$ cat config.mk
export PLATFORM = sky130hd
export DESIGN_NAME = count_month
export DESIGN_NICKNAME = d
export VERILOG_FILES = /design/src/rtl/count_month.sv
export SDC_FILE = /design/constraint.sdc
export NUM_CORES = 1
export LEC_CHECK = 0
export ABC_AREA = 1
export BUFFER_PORTS_ARGS = -buffer_cell sky130_fd_sc_hd__buf_2
export CORE_AREA = 2 2 39 41
export DETAILED_ROUTE_END_ITERATION = 10
export DIE_AREA = 0 0 41 43
export GPL_ROUTABILITY_DRIVEN = 0
export GPL_TIMING_DRIVEN = 0
export PLACE_DENSITY = 0.44
export REMOVE_ABC_BUFFERS = 1
export SLEW_MARGIN = 30
export SYNTH_ARGS = -nofsm -noshare
export SYNTH_HDL_FRONTEND = slang
export SYNTH_SLANG_ARGS = --single-unit
$ cat constraint.sdc
create_clock -name clk -period 1.4 [get_ports clk]
set_input_delay 0.14 -clock clk [delete_from_list [all_inputs] [get_ports clk]]
set_output_delay 0.14 -clock clk [all_outputs]
set_load 0.01 [all_outputs]
$ cat src/rtl/count_month.sv
// BCD month counter (01..12) with a carry pulse to the year stage.
// Define COUNT_MONTH_PULSE_REG_EN to register pulse_mo after the wrap.
module count_month #(
    parameter int MONTH_RESET = 1
) (
    input  logic       clk,
    input  logic       rst_n,
    input  logic       en_mo,
    output logic [3:0] month_unit,
    output logic [1:0] month_ten,
    output logic       pulse_mo
);

    localparam logic [1:0] RST_TEN  = 2'(MONTH_RESET / 10);
    localparam logic [3:0] RST_UNIT = 4'(MONTH_RESET % 10);

    logic [1:0] r_ten;
    logic [3:0] r_unit;
    logic [1:0] w_ten_nxt;
    logic [3:0] w_unit_nxt;
    logic       w_legal;
    logic       w_at_12;

    assign w_at_12 = (r_ten == 2'd1) && (r_unit == 4'd2);

    assign w_legal =
        ((r_ten == 2'd0) && (r_unit >= 4'd1) && (r_unit <= 4'd9)) ||
        ((r_ten == 2'd1) && (r_unit <= 4'd2));

    // Illegal states and the 12 wrap both land on 01.
    always_comb begin
        w_ten_nxt  = 2'd0;
        w_unit_nxt = 4'd1;
        if (w_legal && !w_at_12) begin
            if (r_unit == 4'd9) begin
                w_ten_nxt  = 2'd1;
                w_unit_nxt = 4'd0;
            end else begin
                w_ten_nxt  = r_ten;
                w_unit_nxt = r_unit + 4'd1;
            end
        end
    end

    always_ff @(posedge clk or negedge rst_n) begin
        if (!rst_n) begin
            r_ten  <= RST_TEN;
            r_unit <= RST_UNIT;
        end else if (en_mo) begin
            r_ten  <= w_ten_nxt;
            r_unit <= w_unit_nxt;
        end
    end

    assign month_ten  = r_ten;
    assign month_unit = r_unit;

`ifdef COUNT_MONTH_PULSE_REG_EN
    logic r_pulse;

    always_ff @(posedge clk or negedge rst_n) begin
        if (!rst_n) begin
            r_pulse <= 1'b0;
        end else begin
            r_pulse <= en_mo && w_at_12;
        end
    end

    assign pulse_mo = r_pulse;
`else
    assign pulse_mo = en_mo && w_at_12;
`endif

endmodule

==> Flow_metrics.wiki <==
{| class="wikitable"
! Metric !! Value
|-
| Insertion delay of the later-clocked pin in the worst-skew pair || 0.24 ns
|-
| Total count of max-transition violations in the final report || 0
|-
| Iteration-0 DRC count of the detailed router || 8
|-
| Antenna Diode Count || 0
|-
| Static Leakage || 0.217 nW
|-
| First-pass GRT wire length || slightly above 1000 um
|-
| Fraction of power spent switching nets || 45.7%
|-
| CP endpoint kind || output port
|-
| Count of hold-fix buffers inserted at cts || 1
|-
| Yosys cell types || 16
|-
| Gate Count Post-Synth || 43
|-
| Setup repair after global routing missed its margin || no
|-
| Fraction of final layout cells sized beyond drive strength 1 || 27.3%
|-
| Number of clock sinks || 5
|-
| Flop and latch count out of synthesis || 5
|-
| Power density normalized to cell area || roughly 2300 nW/um2
|-
| DR WL/cell || 9.08 um
|-
| Area enclosed by the die boundary || 1760 um2
|-
| Row count || 14
|-
| Worst reg-to-reg setup slack || 0.25 ns
|-
| Clock slew at reported path FFs || 0.04 ns
|-
| Floorplan die height || 43 um
|-
| Capturing point of the worst reg2reg path || month_unit[3]
|-
| Routed wl met3 || about 45 um
|-
| Placeable core area || roughly 1400 um2
|-
| Switch Pwr || 0.423 mW
|-
| Filler cell count || 157
|-
| Initial antenna violation count || 0
|-
| Final setup violation count || 0
|-
| Run status || finished clean
|-
| Final TNS setup || 0 ns
|-
| Bufs on Longest Clock Path || 2
|-
| Routed Antenna Nets || 0
|-
| Non-filler instance count after layout || 71
|-
| Worst r2r path cells || 6
|-
| Placed cells || 66
|-
| H-tree depth || 1
|-
| Detailed-routing iteration count for the pre-antenna-repair pass || 2
|-
| Highest routing layer actually used || met4
|-
| Vias after detailed routing || 292
|-
| Sequential fraction of the synthesis area || 41.4%
|-
| Layout Nets || 59
|-
| Syn avg cell area || between 7 and 8 um2
|-
| Count of unresolved DRC violations after routing || 0
|-
| Classification of the worst setup path || register to output port
|-
| Reg-to-reg critical path startpoint || month_unit[1]
|-
| Relative contribution of the clock network to total power || around 18%
|-
| Post-cts gate resize count || 0
|-
| Effective utilization at floorplan || 22.1%
|-
| CP max FO || 4
|-
| Pint || 0.503 mW
|-
| Final hold violations || 0
|-
| Number of global-route vias before repair || approximately 260
|-
| Routed wl met2 || 269 um
|-
| Timing-limited maximum frequency || 0.794 GHz
|-
| Detail-routed via count per cell || 4.11
|-
| I/O pin count || 10
|-
| Type of the worst min-delay path || primary input to register
|-
| Data required time at the worst endpoint || 1.26 ns
|-
| Largest clock skew in the final design || 0.00107 ns
|-
| Detailed Place HPWL || 518 um
|-
| Setup bufs post-CTS || 0
|-
| Post-synth design cell area || 305 um2
|-
| Number of buffers inserted by port buffering || 8
|-
| CP Data Arrival Time || 1.12 ns
|-
| Routed length on met1 || 314 um
|-
| Nature of the critical path startpoint || register
|-
| Largest net degree at the start of global routing || 7
|-
| Warnings, synthesis || 0
|-
| Critical Path Sink || pulse_mo
|-
| Root buffer cell || clkbuf_4
|-
| Combinational power share || 47.8%
|-
| Floorplan die width || 41 um
|-
| Max capacitance violation total || 0
|-
| Area Overhead vs Synth || 29.1%
|-
| Maximum ir drop on the vdd rail || 0.616 mV
|-
| Global-route usage over all layers || 9.40%
|-
| Portion of the clock cycle consumed by the worst path in the final layout || 90.0%
|-
| Global-route congestion overflow total || 0
|-
| Share of power burned in registers || 34.7%
|-
| CTS tree || built
|-
| Post-layout min period || ~1.3 ns
|-
| Post-Route WL || 645 um
|-
| Hold path startpoint || en_mo
|-
| Critical path origin || month_unit[3]
|-
| CTS buffer count || 3
|}
## how the worst min path moves through the flow
stage / to / slack [ns] / depth (start not counted)
global placement: month_ten[0] / -0.04 / 1
global route: month_unit[0] / 0.17 / 3
detailed placement: month_unit[3] / -0.04 / 1
floorplan: month_ten[0] / -0.16 / 0
finish: month_unit[0] / 0.17 / 3
CTS: month_unit[0] / 0.16 / 3
## power groups by stage
stage / Sequential, mW / Clock (mW) / Combinational [mW]
6_report: 0.321 / 0.162 / 0.442
5_1_grt: 0.332 / 0.183 / 0.501
4_1_cts: 0.321 / 0.171 / 0.450
3_5_place_dp: 0.324 / 0 / 0.447
3_3_place_gp: 0.321 / 0 / 0.447
2_1_floorplan: 0.337 / 0 / 0.284
## flip-flops by register name, indices dropped and copies added (netlist names)
name and count:
month_ten 1, month_unit 4
## cells in the mapped netlist
cell,n,area share (%)
nand3_1,5,8.2
buf_4,1,2.5
dfrtp_1,4,33
conb_1,1,1.2
nor2_2,1,2.1
nand2_2,1,2.1
a21o_1,1,2.5
nor2_1,5,6.1
dfstp_2,1,8.6
xor2_1,1,2.9
nand2_1,9,11
nand3_2,1,3.3
nor3_1,1,1.6
a21oi_1,1,1.6
inv_1,7,8.6
o21ai_0,3,4.9
## area by class of cell
cell class | count | area [um2] | share of cell area [%]
multi-input cells | 30 | 145 | 36.8
flip-flops and latches | 5 | 126 | 32.1
repair buffers | 9 | 50.0 | 12.7
clock buffers | 4 | 26.3 | 6.67
inverters | 7 | 26.3 | 6.67
well taps | 16 | 20.0 | 5.08
## per-layer routing
layer  global-route usage (%)  vias up
met2                     11.3        7
met4                     12.0        0
li1                         -      156
met1                     10.9      127
met3                     3.14        2
met5                        0        -
## worst max-delay path, stage by stage, from the launching register on
cell,delay [ns]
dfrtp_1,0.41
inv_1,0.09
nand2_1,0.07
nor3_1,0.16
buf_2,0.15
## logic make-up (layout without fill, tap and decap cells)
logic type	count (synthesis)	in the layout	synth area share, %
and+or+nand+nor	23	23	34.4
buffers and inverters	8	20	11.1
AOI/OAI and AO/OA	5	5	9.01
DFF	5	5	41.4
other	1	1	1.23
xor gates and xnor gates	1	1	2.87
## placed cells by master (no fill, tap or decap)
master / synthesis / layout
o21ai_0: 3 / 3
dfstp_2: 1 / 1
inv_1: 7 / 7
a21oi_1: 1 / 1
dfrtp_1: 4 / 4
nand2_2: 1 / 1
xor2_1: 1 / 1
clkbuf_4: 0 / 3
dlygate4sd3_1: 0 / 1
a21o_1: 1 / 1
nor2_2: 1 / 1
nand2_1: 9 / 9
clkbuf_1: 0 / 1
nand3_1: 5 / 5
nor3_1: 1 / 1
nor2_1: 5 / 5
conb_1: 1 / 1
nand3_2: 1 / 1
buf_2: 0 / 8
## stage by stage
stage / hold WS [ns] / utilization (%) / total power, mW / instance area [um2] / setup slack [ns]
after global routing: 0.170 / 28.5 / 1.02 / 394 / 0.0649
after CTS: 0.157 / 28.5 / 0.943 / 394 / 0.131
after detailed placement: -0.0412 / 25.9 / 0.770 / 358 / 0.247
after global placement: -0.0408 / 25.9 / 0.768 / 358 / 0.249
final: 0.165 / 28.5 / 0.925 / 394 / 0.140
after floorplan: -0.156 / - / 0.621 / 298 / 0.303
No activity file was read; power rests on OpenSTA's default activity.
